==> config.mk <==
export PLATFORM = sky130hd
export DESIGN_NAME = regfile_mp_flat
export DESIGN_NICKNAME = d
export VERILOG_FILES = /design/src/rtl/regfile_mp_if.sv /design/src/rtl/regfile_mp.sv /design/src/flat_wrapper.sv
export SDC_FILE = /design/constraint.sdc
export NUM_CORES = 2
export LEC_CHECK = 0
export BUFFER_PORTS_ARGS = -buffer_cell sky130_fd_sc_hd__buf_2
export CAP_MARGIN = 15
export CORE_MARGIN = 8
export CORE_UTILIZATION = 30
export CTS_CLUSTER_DIAMETER = 30
export CTS_CLUSTER_SIZE = 12
export DETAILED_ROUTE_END_ITERATION = 12
export GPL_ROUTABILITY_DRIVEN = 0
export PLACE_DENSITY = 0.49
export SETUP_SLACK_MARGIN = 0.5
export SYNTH_ARGS = -nofsm -noshare
export SYNTH_HDL_FRONTEND = slang
export SYNTH_SLANG_ARGS = --single-unit
==> constraint.sdc <==
create_clock -name clk -period 54.7 [get_ports clk]
set_input_delay 8.205 -clock clk [delete_from_list [all_inputs] [get_ports clk]]
set_output_delay 8.205 -clock clk [all_outputs]
set_load 0.03 [all_outputs]
==> src/rtl/regfile_mp_if.sv <==
// regfile_mp_if: dump-stream bundle for the regfile_mp register file.
//
// Signals:
//   dump_start  request a full register dump (consumer -> register file)
//   dump_ready  consumer accepts the presented word
//   dump_valid  dump word presented
//   dump_addr   index of the presented word
//   dump_data   contents of register dump_addr
//   dump_busy   dump in progress
//   dump_done   one-cycle pulse after the last word is accepted
//
// Modports:
//   master  the register file, which sources the dump stream
//   slave   the consumer (debug capture logic or a testbench)
interface regfile_mp_if #(
    parameter int ADDR_W = 5,
    parameter int DATA_W = 32
);
    logic              dump_start;
    logic              dump_ready;
    logic              dump_valid;
    logic [ADDR_W-1:0] dump_addr;
    logic [DATA_W-1:0] dump_data;
    logic              dump_busy;
    logic              dump_done;

    modport master (
        input  dump_start, dump_ready,
        output dump_valid, dump_addr, dump_data, dump_busy, dump_done
    );

    modport slave (
        output dump_start, dump_ready,
        input  dump_valid, dump_addr, dump_data, dump_busy, dump_done
    );
endinterface

==> src/rtl/regfile_mp.sv <==
// regfile_mp: parametrised 2-read / 2-write register file with a
// valid/ready dump engine that streams every register out in index order.
//
// Ports:
//   clk, rst                  clock (rising edge) and async active-high reset
//   we0, waddr0, wdata0       write port 0
//   we1, waddr1, wdata1       write port 1 (wins over port 0 on same address)
//   raddr0/rdata0             read port 0, combinational
//   raddr1/rdata1             read port 1, combinational
//   dump                      regfile_mp_if.master dump stream
//
// Optional build macro:
//   REGFILE_BYPASS_EN  when defined, a read whose address matches a legal
//                      write in the same cycle returns the write data
//                      (port 1 wins). The dump path is never bypassed.
//
// Dump FSM:
//   state | meaning
//   IDLE  | waiting for dump_start
//   RUN   | presenting word dump_addr, advancing on dump_valid & dump_ready
//   DONE  | one-cycle dump_done pulse, then back to IDLE
module regfile_mp #(
    parameter int DATA_W   = 32,
    parameter int DEPTH    = 32,
    parameter int ADDR_W   = 5,
    parameter int ZERO_REG = 1
) (
    input  logic              clk,
    input  logic              rst,
    input  logic              we0,
    input  logic [ADDR_W-1:0] waddr0,
    input  logic [DATA_W-1:0] wdata0,
    input  logic              we1,
    input  logic [ADDR_W-1:0] waddr1,
    input  logic [DATA_W-1:0] wdata1,
    input  logic [ADDR_W-1:0] raddr0,
    input  logic [ADDR_W-1:0] raddr1,
    output logic [DATA_W-1:0] rdata0,
    output logic [DATA_W-1:0] rdata1,
    regfile_mp_if.master      dump
);

    typedef enum logic [1:0] {IDLE, RUN, DONE} state_t;

    // One extra bit so DEPTH itself is representable when DEPTH == 2**ADDR_W.
    localparam logic [ADDR_W:0]   DEPTH_X  = (ADDR_W+1)'(DEPTH);
    localparam logic [ADDR_W-1:0] LAST_IDX = ADDR_W'(DEPTH-1);

    logic [DATA_W-1:0] mem [DEPTH];
    state_t            state;
    logic              wr_ok0;
    logic              wr_ok1;

    // An address is "legal" if it is in range and is not the hardwired
    // zero register; the same test gates writes, reads and bypass.
    function automatic logic addr_legal(input logic [ADDR_W-1:0] a);
        return ({1'b0, a} < DEPTH_X) && !((ZERO_REG != 0) && (a == '0));
    endfunction

    function automatic logic [DATA_W-1:0] stored(input logic [ADDR_W-1:0] a);
        return addr_legal(a) ? mem[a] : '0;
    endfunction

    assign wr_ok0 = we0 && addr_legal(waddr0);
    assign wr_ok1 = we1 && addr_legal(waddr1);

    // Storage. Port 1 is tested first so it wins a same-address conflict.
    always_ff @(posedge clk or posedge rst) begin
        if (rst) begin
            for (int i = 0; i < DEPTH; i++) begin
                mem[i] <= '0;
            end
        end else begin
            for (int i = 0; i < DEPTH; i++) begin
                if (wr_ok1 && (waddr1 == ADDR_W'(i))) begin
                    mem[i] <= wdata1;
                end else if (wr_ok0 && (waddr0 == ADDR_W'(i))) begin
                    mem[i] <= wdata0;
                end
            end
        end
    end

    // Read ports.
    always_comb begin
        rdata0 = stored(raddr0);
        rdata1 = stored(raddr1);
`ifdef REGFILE_BYPASS_EN
        // Port 1 checked last so it overrides port 0 when both match.
        if (wr_ok0 && (waddr0 == raddr0)) rdata0 = wdata0;
        if (wr_ok1 && (waddr1 == raddr0)) rdata0 = wdata1;
        if (wr_ok0 && (waddr0 == raddr1)) rdata1 = wdata0;
        if (wr_ok1 && (waddr1 == raddr1)) rdata1 = wdata1;
`endif
    end

    // Dump data is live from storage, so a held word follows writes to it.
    always_comb begin
        dump.dump_data = stored(dump.dump_addr);
    end

    always_ff @(posedge clk or posedge rst) begin
        if (rst) begin
            state           <= IDLE;
            dump.dump_valid <= 1'b0;
            dump.dump_busy  <= 1'b0;
            dump.dump_done  <= 1'b0;
            dump.dump_addr  <= '0;
        end else begin
            case (state)
                IDLE: begin
                    dump.dump_done <= 1'b0;
                    if (dump.dump_start) begin
                        state           <= RUN;
                        dump.dump_addr  <= '0;
                        dump.dump_valid <= 1'b1;
                        dump.dump_busy  <= 1'b1;
                    end
                end
                RUN: begin
                    if (dump.dump_valid && dump.dump_ready) begin
                        if (dump.dump_addr == LAST_IDX) begin
                            state           <= DONE;
                            dump.dump_valid <= 1'b0;
                            dump.dump_busy  <= 1'b0;
                            dump.dump_done  <= 1'b1;
                        end else begin
                            dump.dump_addr <= dump.dump_addr + 1'b1;
                        end
                    end
                end
                DONE: begin
                    dump.dump_done <= 1'b0;
                    state          <= IDLE;
                end
                default: begin
                    state           <= IDLE;
                    dump.dump_valid <= 1'b0;
                    dump.dump_busy  <= 1'b0;
                    dump.dump_done  <= 1'b0;
                end
            endcase
        end
    end

endmodule

==> src/flat_wrapper.sv <==
// flat-port wrapper written by rule: the top's interface ports become plain ports
module regfile_mp_flat 
#(
    parameter int DATA_W   = 32,
    parameter int DEPTH    = 32,
    parameter int ADDR_W   = 5,
    parameter int ZERO_REG = 1
)
  (clk, rst, we0, waddr0, wdata0, we1, waddr1, wdata1, raddr0, raddr1, rdata0, rdata1, dump_dump_start, dump_dump_ready, dump_dump_valid, dump_dump_addr, dump_dump_data, dump_dump_busy, dump_dump_done);
  regfile_mp_if #(.ADDR_W(ADDR_W), .DATA_W(DATA_W)) dump_i ();
  input  logic clk;
  input  logic rst;
  input  logic we0;
  input  logic [ADDR_W-1:0] waddr0;
  input  logic [DATA_W-1:0] wdata0;
  input  logic we1;
  input  logic [ADDR_W-1:0] waddr1;
  input  logic [DATA_W-1:0] wdata1;
  input  logic [ADDR_W-1:0] raddr0;
  input  logic [ADDR_W-1:0] raddr1;
  output logic [DATA_W-1:0] rdata0;
  output logic [DATA_W-1:0] rdata1;
  input wire logic [$bits(dump_i.dump_start)-1:0] dump_dump_start;
  input wire logic [$bits(dump_i.dump_ready)-1:0] dump_dump_ready;
  output wire logic [$bits(dump_i.dump_valid)-1:0] dump_dump_valid;
  output wire logic [$bits(dump_i.dump_addr)-1:0] dump_dump_addr;
  output wire logic [$bits(dump_i.dump_data)-1:0] dump_dump_data;
  output wire logic [$bits(dump_i.dump_busy)-1:0] dump_dump_busy;
  output wire logic [$bits(dump_i.dump_done)-1:0] dump_dump_done;
  assign dump_i.dump_start = dump_dump_start;
  assign dump_i.dump_ready = dump_dump_ready;
  assign dump_dump_valid = dump_i.dump_valid;
  assign dump_dump_addr = dump_i.dump_addr;
  assign dump_dump_data = dump_i.dump_data;
  assign dump_dump_busy = dump_i.dump_busy;
  assign dump_dump_done = dump_i.dump_done;
  regfile_mp #(.DATA_W(DATA_W), .DEPTH(DEPTH), .ADDR_W(ADDR_W), .ZERO_REG(ZERO_REG)) u_core (.clk(clk), .rst(rst), .we0(we0), .waddr0(waddr0), .wdata0(wdata0), .we1(we1), .waddr1(waddr1), .wdata1(wdata1), .raddr0(raddr0), .raddr1(raddr1), .rdata0(rdata0), .rdata1(rdata1), .dump(dump_i));
endmodule
# Word-level counts from Yosys, hierarchy flattened
# Index checks and enable logic that the tools add are counted.
# totals
register_bits	1033
input_bits	90
output_inout_bits	104
wordCells	316
# classes
n_addsub	1
n_lt_le_gt_ge	3
eq_ne	69
muxes	91
n_bitwise	4
reduce_logical	112
# op_table
op	count
32-bit two-way mux	73
32-bit binary-select mux with 5-bit select	3
5-bit == test, second input constant	33
5-bit by 4-bit == test with 1-bit output, second input constant	16
1-bit logical AND	67
2-bit nonzero test	33
5-bit by 3-bit == test with 1-bit output, second input constant	8
5-bit logical NOT	5
5-bit by 2-bit == test with 1-bit output, second input constant	4
6-bit greater-or-equal comparator, second input constant	3
5-bit inverter with 6-bit output	3
5-bit two-way mux	3
5-bit by 1-bit == test with 1-bit output, second input constant	2
5-bit one-hot mux with 2 select lines	1
4-bit AND reduction	2
1-bit two-way mux	6
2-bit two-way mux	3
5-bit by 1-bit adder with 5-bit output, second input constant	1
2-bit by 1-bit inequality test with 1-bit output, second input constant	2
2-bit inequality test, second input constant	2
2-bit one-hot mux with 2 select lines	1
1-bit one-hot mux with 3 select lines	1
3-bit AND reduction	1
2-bit by 1-bit == test with 1-bit output, second input constant	1
5 further kinds	6

# Logic depth before layout (Yosys ltp)
# depth
word_depth	6
mapped_depth	11
mapped_depth_nobuf	7

# Least setup slack after synthesis
# Ideal clock, no wire load.
# synth_path
path_type	input to output
startpoint	in raddr0[1]
endpoint	out rdata0[10]
t_arrival_ns	10.149
required_ns	46.495
setup_slack_ns	36.346
stages	5
path_buffers	3
path_cell_list	buf_4 > buf_4 > buf_2 > mux4_2 > a221oi_1
# synth_between
elab_chain_cells	5
word_cells_on_any_way	6
cone_classes	4 x mux; 1 x bitwise; 1 x reduce/logical
# synth_rtl
element	line_no	source
start: declaration	flat_wrapper.sv:19	input logic [ADDR_W-1:0] raddr0;
5-bit inverter with 6-bit output (not written as such)	regfile_mp.sv:61	return addr_legal(a) ? mem[a] : '0;
32-bit binary-select mux with 5-bit select	regfile_mp.sv:61	
32-bit two-way mux (not written as such) (2 in a row)	regfile_mp.sv:61	
32-bit two-way mux *	regfile_mp.sv:61	
end: declaration	flat_wrapper.sv:21	output logic [DATA_W-1:0] rdata0;
# Mark *: on every way between the ends. The rest lies on a longest branch, timed or not. The select of a mux whose other input is x is not followed.

# Worst setup path after layout
# layout_path
startpoint	in raddr1[1]
endpoint	out rdata1[29]
# layout_between
elab_chain_cells	5
word_cells_on_any_way	6
cone_classes	4 x mux; 1 x bitwise; 1 x reduce/logical
# layout_rtl
element	line_no	source
start: declaration	flat_wrapper.sv:20	input logic [ADDR_W-1:0] raddr1;
5-bit inverter with 6-bit output (not written as such)	regfile_mp.sv:61	
32-bit binary-select mux with 5-bit select	regfile_mp.sv:61	
32-bit two-way mux (not written as such) (2 in a row)	regfile_mp.sv:61	
32-bit two-way mux *	regfile_mp.sv:61	
end: declaration	flat_wrapper.sv:22	output logic [DATA_W-1:0] rdata1;
# Marked as above.

==> summary.log <==
INFO  yosys          synth_largest_area_cell=sky130_fd_sc_hd__dfrtp_1
INFO  setup_path     worst_setup_path_endpoint=rdata1[29]
INFO  cells_and_area final_net_count=6403
INFO  placement      placedCellCount=9206
INFO  sta            finClkSkew=0.02072ns
INFO  job            max-cap-violations=0
INFO  placement      port_buffers=193
INFO  hold_path      hp-class=reg -> reg
INFO  setup_path     critical_path.reg2reg.endpoint=u_core.dump.dump_addr[4]
INFO  yosys          ys_seq_elements=1033
INFO  routing        post_drt_via_cell_ratio=6.180
INFO  clocking       clock_tree.root_cell=sky130_fd_sc_hd__clkbuf_16
INFO  routing        drt_first_iter_violations=7886
INFO  power_and_ir_drop combPwrFrac=33.9%
INFO  die            area_of_the_placeable_core=240500um2
INFO  die            chipHeight=507.6um
INFO  power_and_ir_drop reported_net_switching_power=1.581mW
INFO  setup_path     regToRegStartpoint=u_core.dump.dump_addr[0]
INFO  sta            postLayoutSetupSlackWorst=34.08ns
INFO  routing        finalWirelength=341600um
INFO  clocking       clk_pin_slew_worst_paths=0.04ns
INFO  setup_path     critical_path_required=46.50ns
INFO  yosys          share_of_the_synthesized_area_in_compound_gates_ao_oa_aoi_oai=10.51%
INFO  clocking       post-cts-setup-buffer-count=0
INFO  placement      place_ws=34.06ns
INFO  power_and_ir_drop vdd.ir_drop.worst=0.03143mV
INFO  yosys          synthesis.area=72490um2
INFO  setup_path     crit_path_start=raddr1[1]
INFO  global_route   antenna_violations_before_repair=48
INFO  sta            min_period=20.62ns
INFO  clocking       cts_tree=built
INFO  yosys          syn_avg_cell_area=11.21um2
INFO  yosys          synth.area.mux_share=40.83%
INFO  clocking       numCtsBuffers=287
INFO  clocking       clkLatencyLatePin=0.89ns
INFO  clocking       cts-root-to-sink-buffers=4
INFO  cells_and_area final_instance_area=84830um2
INFO  global_route   grt_usage=25.64%
INFO  sta            hold_viol_final=0
INFO  sta            maximum_operating_frequency=48.49MHz
INFO  yosys          largest_family_of_logic_cells_by_synthesized_area=multiplexers
INFO  yosys          synthFlopType=sky130_fd_sc_hd__dfrtp_1
INFO  die            number_of_placement_rows=180
INFO  sta            report.final.slew_viol_count=0
INFO  sta            worst-slew-pin-transition=1.296ns
INFO  yosys          yosys-top-cells-area=sky130_fd_sc_hd__dfrtp_1, sky130_fd_sc_hd__mux4_2, sky130_fd_sc_hd__mux2i_1
INFO  sta            hold_slack=0.3990ns
INFO  yosys          post_synthesis_share_of_cell_area_spent_on_full_adders_half_adders_and_majority_gates=0.05178%
INFO  setup_path     r2r_setup_slack=51.74ns
INFO  power_and_ir_drop p_clk_share=38.2%
INFO  yosys          syn-instance-count=6468
INFO  clocking       ctsHoldBuffers=0
INFO  cells_and_area post_route_cells_drive_above_1_share=25.40%
INFO  yosys          synthesis.nets=6561
INFO  cells_and_area layout_commonest_cell=sky130_fd_sc_hd__mux2i_1
INFO  routing        drc_errors=0
INFO  setup_path     setup.worst_path.end_class=primary output
INFO  power_and_ir_drop share_seq_of_total_power=27.9%
INFO  yosys          synth.top_cell.area_share=35.66%
INFO  yosys          synthXorXnorAreaFrac=0.02416%
INFO  clocking       clock_tree.htree_level_count=5
INFO  setup_path     worst_path_max_fanout=60
INFO  setup_path     r2r_cells=8
INFO  global_route   first_global_vias=58650
INFO  setup_path     worst_ep_arrival_time=12.42ns
INFO  cells_and_area synthToLayoutAreaGrowth=17.02%
INFO  outcome        outcome=finished clean
INFO  yosys          synthDistinctLibCells=63
INFO  cells_and_area commonest_cells_after_routing_fill_and_taps_aside=sky130_fd_sc_hd__mux2i_1, sky130_fd_sc_hd__dfrtp_1, sky130_fd_sc_hd__nor2_1
INFO  routing        avgRoutedWirePerCell=35.15um
INFO  yosys          yosysSeqAreaShare=35.66%
INFO  routing        drtPass1Iterations=6
INFO  die            io-pin-count=194
INFO  yosys          synth-edff-count=0
INFO  cells_and_area n_fill_cell=23620
INFO  setup_path     critPathLaunchType=primary input
INFO  sta            setup_repair_after_global_routing_missed_its_margin=false
INFO  cells_and_area layoutNonFillerInstCount=9718
INFO  routing        ant_nets=0
INFO  global_route   grt_start_max_net_pins=121
INFO  die            die_area=257600um2
INFO  power_and_ir_drop p_leak=35.71nW
INFO  die            die_width=507.6um
INFO  die            initial_cell_density_of_the_core=30.14%
INFO  power_and_ir_drop cellPowerDensity=51.71nW/um2
INFO  sta            final_setup_tns=0ns
INFO  sta            setup_violations=0
INFO  clocking       clkSinkCount=1033
INFO  sta            slew-limit-headroom=13.61%
INFO  yosys          synth_simple_gate_area_share=7.432%
INFO  clocking       post_cts_resize_count=0
INFO  yosys          synth-async-reset-ratio=100.0%
INFO  power_and_ir_drop switching_share=36.03%
INFO  yosys          yosysWarnings=0
INFO  sta            period_share=37.70%
INFO  power_and_ir_drop internal_power=2.806mW
INFO  routing        num_vias=60060
INFO  global_route   grt-ovfl-total=0
INFO  placement      place_hpwl=199300um
INFO  setup_path     criticalPathCategory=in -> out
INFO  placement      postPlaceCellArea=75270um2
INFO  global_route   grt_first_pass_wirelength=476300um
==> cells in the mapped netlist (5+ instances only) <==
library cell	number
sky130_fd_sc_hd__nand3b_1	8
sky130_fd_sc_hd__mux2i_1	1298
sky130_fd_sc_hd__clkbuf_1	396
sky130_fd_sc_hd__nand2_1	269
sky130_fd_sc_hd__mux2_2	27
sky130_fd_sc_hd__a22oi_1	65
sky130_fd_sc_hd__and3_1	31
sky130_fd_sc_hd__o21ai_1	38
sky130_fd_sc_hd__o22ai_4	6
sky130_fd_sc_hd__buf_4	78
sky130_fd_sc_hd__or2_1	26
sky130_fd_sc_hd__a221oi_1	5
sky130_fd_sc_hd__o221ai_1	32
sky130_fd_sc_hd__o21ai_0	158
sky130_fd_sc_hd__nor3_1	13
sky130_fd_sc_hd__nor2_4	10
sky130_fd_sc_hd__nand2b_1	7
sky130_fd_sc_hd__a311oi_1	6
sky130_fd_sc_hd__buf_6	45
sky130_fd_sc_hd__a21oi_1	806
sky130_fd_sc_hd__a31oi_1	6
sky130_fd_sc_hd__clkbuf_2	6
sky130_fd_sc_hd__o22ai_2	19
sky130_fd_sc_hd__o22ai_1	43
sky130_fd_sc_hd__a2bb2oi_1	27
sky130_fd_sc_hd__buf_1	38
sky130_fd_sc_hd__o2111a_1	6
sky130_fd_sc_hd__nand3_1	13
sky130_fd_sc_hd__a22o_1	38
sky130_fd_sc_hd__dfrtp_1	1033
sky130_fd_sc_hd__buf_2	233
sky130_fd_sc_hd__nor2_1	814
sky130_fd_sc_hd__a211oi_1	41
sky130_fd_sc_hd__mux4_2	724
sky130_fd_sc_hd__and2_1	11
sky130_fd_sc_hd__o32a_1	10
sky130_fd_sc_hd__inv_1	9
sky130_fd_sc_hd__nor2b_1	22
==> worst min path at each step <==
stage / startpoint / end / slack [ns] / depth (start not counted)
after global placement: u_core.mem[1011] / u_core.mem[1011] / 0.38 / 0
after floorplan: u_core.mem[1000] / u_core.mem[1000] / 0.44 / 1
after global routing: u_core.mem[1006] / u_core.mem[1006] / 0.41 / 0
final: u_core.mem[1022] / u_core.mem[1022] / 0.40 / 0
after CTS: u_core.mem[1015] / u_core.mem[1015] / 0.40 / 0
after detailed placement: u_core.mem[1004] / u_core.mem[1004] / 0.39 / 0
==> metal layers <==
metal,track usage [%],part of all wire (%),up-vias
li1,-,-,24050
met1,31.43,37,31030
met4,17.99,8.1,24
met3,6.143,9.2,1132
met5,0,0.053,-
met2,39.79,45,3824
==> metrics by stage <==
stage	power, mW	utilization (%)
2_1_floorplan	2.198	-
3_3_place_gp	2.660	31.26
3_5_place_dp	2.690	31.29
4_1_cts	4.374	35.24
5_1_grt	4.537	35.26
6_report	4.387	35.27
==> cells by family after synthesis <==
kind of cell	after synthesis
mux	2049
simple gates	1262
fa+ha+maj	3
compound gates	1310
xor+xnor	2
flops	1033
buf+inv	809
==> worst max-delay path: stages <==
cell,delay [ns]
sky130_fd_sc_hd__buf_8,0.44
sky130_fd_sc_hd__buf_4,0.80
sky130_fd_sc_hd__buf_4,0.73
sky130_fd_sc_hd__mux4_2,0.35
sky130_fd_sc_hd__mux2i_1,0.08
sky130_fd_sc_hd__a22o_1,0.30
sky130_fd_sc_hd__nor3_1,0.89
sky130_fd_sc_hd__buf_2,0.36
==> layout make-up <==
type | instances | area [um2] | share of cell area [%]
multi-input combinational | 4626 | 43050 | 50.75
sequential | 1033 | 25860 | 30.49
clock buffer | 370 | 8028 | 9.463
tap | 3185 | 3985 | 4.698
timing repair buffer | 352 | 2327 | 2.743
clock inverter | 116 | 1466 | 1.729
antenna | 26 | 65.06 | 0.07670
inverter | 10 | 50.05 | 0.05900
==> sequential cells by signal, summed over array words and instances (netlist names) <==
signal and count:
u_core.dump.dump_done 1, u_core.dump.dump_valid 1, u_core.dump.dump_addr 5, u_core.state 2, u_core.mem 1024
==> power by group through the flow <==
stage	Combinational [mW]	Clock, mW	Sequential [mW]
global placement	1.45	0	1.21
finish	1.49	1.67	1.22
detailed placement	1.47	0	1.22
CTS	1.48	1.69	1.21
global route	1.56	1.73	1.25
floorplan	1.07	0	1.12
No activity file was read; power rests on OpenSTA's default activity.
